===== config.mk =====
export PLATFORM = sky130hd
export DESIGN_NAME = dma_ctrl
export DESIGN_NICKNAME = d
export VERILOG_FILES = /design/src/rtl/dma_ctrl.sv
export SDC_FILE = /design/constraint.sdc
export NUM_CORES = 1
export LEC_CHECK = 0
export CORE_MARGIN = 3
export CORE_UTILIZATION = 35
export CTS_CLUSTER_SIZE = 16
export DETAILED_ROUTE_END_ITERATION = 8
export DONT_BUFFER_PORTS = 1
export SYNTH_ARGS = -nofsm -noshare
export SYNTH_HDL_FRONTEND = slang
export SYNTH_SLANG_ARGS = --single-unit
export TNS_END_PERCENT = 5

===== constraint.sdc =====
create_clock -name clk -period 2.9 [get_ports clk]
set_input_delay 0.58 -clock clk [delete_from_list [all_inputs] [get_ports clk]]
set_output_delay 0.58 -clock clk [all_outputs]
set_load 0.005 [all_outputs]

===== src/rtl/dma_ctrl.sv =====
// Single-channel byte-copy DMA engine: requests the bus from the CPU, then
// alternates read and write cycles from a source region to a destination region.
module dma_ctrl #(
  parameter int ADDR_W = 22,
  parameter int LEN_W  = 16
) (
  input  logic              clk,
  input  logic              arst,
  input  logic              start,
  input  logic [ADDR_W-1:0] src_addr,
  input  logic [ADDR_W-1:0] dst_addr,
  input  logic [LEN_W-1:0]  xfer_len,
  input  logic              src_io,
  input  logic              dst_io,
  input  logic              abort,
  input  logic              dma_ack,
  input  logic              pad_wait,
  input  logic [7:0]        data_bus_in,
  output logic              dma_req,
  output logic [ADDR_W-1:0] addr,
  output logic [7:0]        data_out,
  output logic              rd,
  output logic              wr,
  output logic              mem_io,
  output logic              busy,
  output logic              done,
  output logic              aborted
);

  typedef enum logic [2:0] {IDLE, REQ, RD, WR, REL} state_e;

  state_e            state_q, state_d;
  logic [ADDR_W-1:0] src_q, src_d, dst_q, dst_d, addr_q, addr_d;
  logic [LEN_W-1:0]  cnt_q, cnt_d;
  logic              src_io_q, src_io_d, dst_io_q, dst_io_d;
  logic              abort_seen_q, abort_seen_d;
  logic [7:0]        data_out_q, data_out_d;
  logic              dma_req_q, dma_req_d, rd_q, rd_d, wr_q, wr_d;
  logic              mem_io_q, mem_io_d, busy_q, busy_d, done_q, done_d;
  logic              aborted_q, aborted_d;

  always_comb begin
    // NOTE: every signal written here gets a default first, so no path can infer a latch.
    state_d      = state_q;
    src_d        = src_q;
    dst_d        = dst_q;
    cnt_d        = cnt_q;
    src_io_d     = src_io_q;
    dst_io_d     = dst_io_q;
    abort_seen_d = abort_seen_q;
    data_out_d   = data_out_q;
    aborted_d    = aborted_q;
    done_d       = 1'b0;

    case (state_q)
      IDLE: begin
        if (start) begin
          src_d        = src_addr;
          dst_d        = dst_addr;
          cnt_d        = xfer_len;
          src_io_d     = src_io;
          dst_io_d     = dst_io;
          aborted_d    = 1'b0;
          abort_seen_d = 1'b0;
          if (xfer_len == '0) done_d  = 1'b1;
          else                state_d = REQ;
        end
      end
      REQ: begin
        if (dma_ack) state_d = RD;
      end
      RD: begin
        if (abort) abort_seen_d = 1'b1;
        if (!pad_wait) begin
          data_out_d = data_bus_in;
          state_d    = WR;
        end
      end
      WR: begin
        if (abort) abort_seen_d = 1'b1;
        if (!pad_wait) begin
          cnt_d = cnt_q - 1'b1;
          src_d = src_io_q ? src_q : src_q + 1'b1;
          dst_d = dst_io_q ? dst_q : dst_q + 1'b1;
          if (cnt_q == LEN_W'(1) || abort_seen_q || abort) begin
            state_d   = REL;
            aborted_d = abort_seen_q | abort;
          end else if (!dma_ack) begin
            state_d = REQ;
          end else begin
            state_d = RD;
          end
        end
      end
      REL: begin
        if (!dma_ack) begin
          state_d = IDLE;
          done_d  = 1'b1;
        end
      end
      default: state_d = IDLE;
    endcase

    // Outputs are registered alongside the state, so they follow the next state.
    dma_req_d = (state_d == REQ) || (state_d == RD) || (state_d == WR);
    rd_d      = (state_d == RD);
    wr_d      = (state_d == WR);
    addr_d    = rd_d ? src_d : (wr_d ? dst_d : addr_q);
    mem_io_d  = rd_d ? !src_io_d : (wr_d ? !dst_io_d : mem_io_q);
    busy_d    = (state_d != IDLE) || done_d;
  end

  // NOTE: sequential state uses non-blocking assignments only, so every flop samples pre-edge values.
  always_ff @(posedge clk) begin
    if (arst) begin
      state_q      <= IDLE;
      src_q        <= '0;
      dst_q        <= '0;
      cnt_q        <= '0;
      src_io_q     <= 1'b0;
      dst_io_q     <= 1'b0;
      abort_seen_q <= 1'b0;
      data_out_q   <= '0;
      dma_req_q    <= 1'b0;
      rd_q         <= 1'b0;
      wr_q         <= 1'b0;
      addr_q       <= '0;
      mem_io_q     <= 1'b1;
      busy_q       <= 1'b0;
      done_q       <= 1'b0;
      aborted_q    <= 1'b0;
    end else begin
      state_q      <= state_d;
      src_q        <= src_d;
      dst_q        <= dst_d;
      cnt_q        <= cnt_d;
      src_io_q     <= src_io_d;
      dst_io_q     <= dst_io_d;
      abort_seen_q <= abort_seen_d;
      data_out_q   <= data_out_d;
      dma_req_q    <= dma_req_d;
      rd_q         <= rd_d;
      wr_q         <= wr_d;
      addr_q       <= addr_d;
      mem_io_q     <= mem_io_d;
      busy_q       <= busy_d;
      done_q       <= done_d;
      aborted_q    <= aborted_d;
    end
  end

  assign dma_req  = dma_req_q;
  assign addr     = addr_q;
  assign data_out = data_out_q;
  assign rd       = rd_q;
  assign wr       = wr_q;
  assign mem_io   = mem_io_q;
  assign busy     = busy_q;
  assign done     = done_q;
  assign aborted  = aborted_q;

endmodule


==> results.ini <==
[worst_setup_path]
cp_num_buf_inv=0
cp_top_family=simple AND/OR/NAND/NOR gates
path_class=reg2reg
crit_slowest_cell=nor4_2
worstReg2RegEnd=addr[19]
cp-end-kind=register
crit_arrival_ns=2.74
cp.required_ns=3.15
crit_chain=nand4_1, nor4_2, a21oi_1, nor2b_1, nor2_1, a221o_1
cp_slowest_stage_delay_ns=0.71
cp-start-kind=register
cp_max_fo=9
r2r_cells=6
ff2ff_setup_slack_ns=0.42
worstReg2RegStart=dst_q[2]

[outcome]
status=finished, final reports clean

[floorplan]
num_io_pins=113
initial_core_util=0.364
rows=44
fp.dieArea_sq_um=16900
die_w_um=130
core_sq_um=14800
dieHeight_um=130

[timing]
maxSlewHeadroom=0.447
whs_ns=0.298
finalHoldViolCount=0
clock_skew_ns=0.00958
timing.fmax_mhz=403
fin_crit_ns=2.48
setup_viol=0
finalSetupTns_ns=0
grt_setup_unrepaired=false
tightest_slew_ns=0.824
setup_slack_ns=0.419
timing.final.crit_share=0.855
drv_slew=0

[yosys]
netlist_instances=690
yosysTopAreaCell=dfxtp_1
synth_warnings=0
synth_area_leaders=dfxtp_1 38%, nand2_1 6.9%, a21oi_1 5.1%, nor2_1 5.0%, o21ai_0 4.0%
syn_area_sq_um=5390
synth_ff_type=dfxtp_1
netlist_top_cells_count=103 x dfxtp_1, 99 x nand2_1, 72 x nor2_1
synth_nets=770
yosysTopAreaCellShare=0.382
synth_most_common_cell=dfxtp_1
avgSynthCellArea_sq_um=7.82
yosysSeqAreaShare=0.382
synth-seq-cells=103
synthArstFlopShare=0
synth_cell_type_count=64
synth_edf_count=0

[global_route]
globalRouteTotalUtil=0.200
grt_pass1_wl_um=26600
antenna_found_initial=1
first_global_vias=4824
grt_max_degree=92
grt_overflow=0

[clocking]
hold_buffers=0
post_cts_resized=0
cts_tree=built
h-tree-depth=3
postCtsSetupBuffers=0
numCtsBuffers=9
cts.clk_slew.worst_paths_ns=0.08
clock_latency_ns=0.36
clk_path_buf_depth=2
root_buffer=clkbuf_16
clkSinkCount=103

[pwr]
power_mw=3.33
p_leak_nw=2.01
vdd_drop_max_v=0.000306
power.density_nw_per_um2=568

[worst_hold_path]
worstHoldStart=arst
min_to=dst_q[13]
whs_path_depth=1
worstHoldPathType=in2reg

[routing]
drtIter0Drc=656
via_per_inst=6.06
firstDrtPassIters=5
routed_wl_um=17000
drc=0
wl_per_cell_um=19.7
vias=5237
antenna_left=0

[cells_and_area]
nets=755
diodes=0
final.fill_count=1468
area_growth_pct=8.47
finalCoreUtilization=0.395
drive_gt1_frac=0.0676

[place]
dp_hpwl_um=12200
gp_congestion=0.859
dpl_worst_slack_ns=0.408
io_buffers=0

[run]
cap_violations=0

==> worst max-delay path by stage <==
stage,startpoint,end,depth (start not counted)
floorplan,pad_wait,addr[16],7
global placement,pad_wait,addr[16],6
detailed placement,pad_wait,addr[16],6
CTS,dst_q[2],dst_q[21],5
global route,dst_q[2],dst_q[21],5
finish,dst_q[2],addr[19],6
==> power by group <==
part,internal [mW],switching [mW]
clock network,0.594,0.596
logic,0.200,0.305
registers,1.51,0.118
total,2.31,1.02
==> state kept, by name (all words and copies together) (netlist names) <==
name,count
done,1
rd,1
src_io_q,1
abort_seen_q,1
wr,1
mem_io,1
dst_io_q,1
cnt_q,16
addr,22
data_out,8
dma_req,1
state_q,3
src_q,22
busy,1
aborted,1
dst_q,22
==> through the flow <==
step / instances / cell area (sq um)
2_1_floorplan: 690 / 5390
3_3_place_gp: 848 / 5570
3_5_place_dp: 848 / 5570
4_1_cts: 864 / 5850
5_1_grt: 864 / 5850
6_report: 864 / 5850
==> cells by family (layout without fill, tap and decap cells) <==
kind of cell / Yosys count / after routing / share of synthesized area
buffers and inverters: 53 / 43 / 0.0415
adders and majority gates: 4 / 4 / 0.00928
and+or+nand+nor: 309 / 309 / 0.294
muxes: 3 / 3 / 0.00557
DFF: 103 / 103 / 0.382
AOI/OAI and AO/OA: 209 / 209 / 0.253
xor gates and xnor gates: 9 / 9 / 0.0146
==> worst reg2reg max path: stages, from the launching register on <==
cell     delay, ns
dfxtp_1       0.47
nand4_1       0.47
nor4_2        0.72
a21oi_1       0.15
nor2b_1       0.23
nor2_1        0.07
a221o_1       0.27
==> metal layers <==
metal | global-route usage | share of wire | routed length (um)
met4 | 0.0678 | 0.020 | 340
met1 | 0.268 | 0.44 | 7450
met3 | 0.0585 | 0.084 | 1430
met5 | 0 | 0.0012 | 20
met2 | 0.307 | 0.46 | 7810
==> cell type report <==
type / count / area, sq um / share of cell area
Timing Repair Buffer: 18 / 135 / 0.0231
Sequential cell: 103 / 2060 / 0.352
Tap cell: 184 / 230 / 0.0393
Multi-Input combinational cell: 534 / 3110 / 0.531
Inverter: 9 / 33.8 / 0.00577
Clock buffer: 9 / 225 / 0.0385
Clock inverter: 7 / 56.3 / 0.00962
==> cell usage in the layout, fill, tap and decap left out, types with 6 or more instances in the layout <==
master / synthesis / final
clkbuf_16: 0 / 9
dfxtp_1: 103 / 103
a22oi_1: 19 / 19
buf_4: 0 / 18
o21ai_0: 43 / 43
nor3_1: 16 / 16
inv_1: 9 / 9
o211ai_1: 9 / 9
a31oi_1: 18 / 18
nor4_1: 11 / 11
or3_1: 6 / 6
nand3_1: 26 / 26
a21oi_1: 55 / 55
and3_1: 7 / 7
o22ai_1: 7 / 7
a21o_1: 7 / 7
a221o_1: 14 / 14
nand2_1: 99 / 99
nand4_1: 18 / 18
nor2_1: 72 / 72
nor2b_1: 15 / 15
Note: power is estimated with default switching activity, not from simulation.
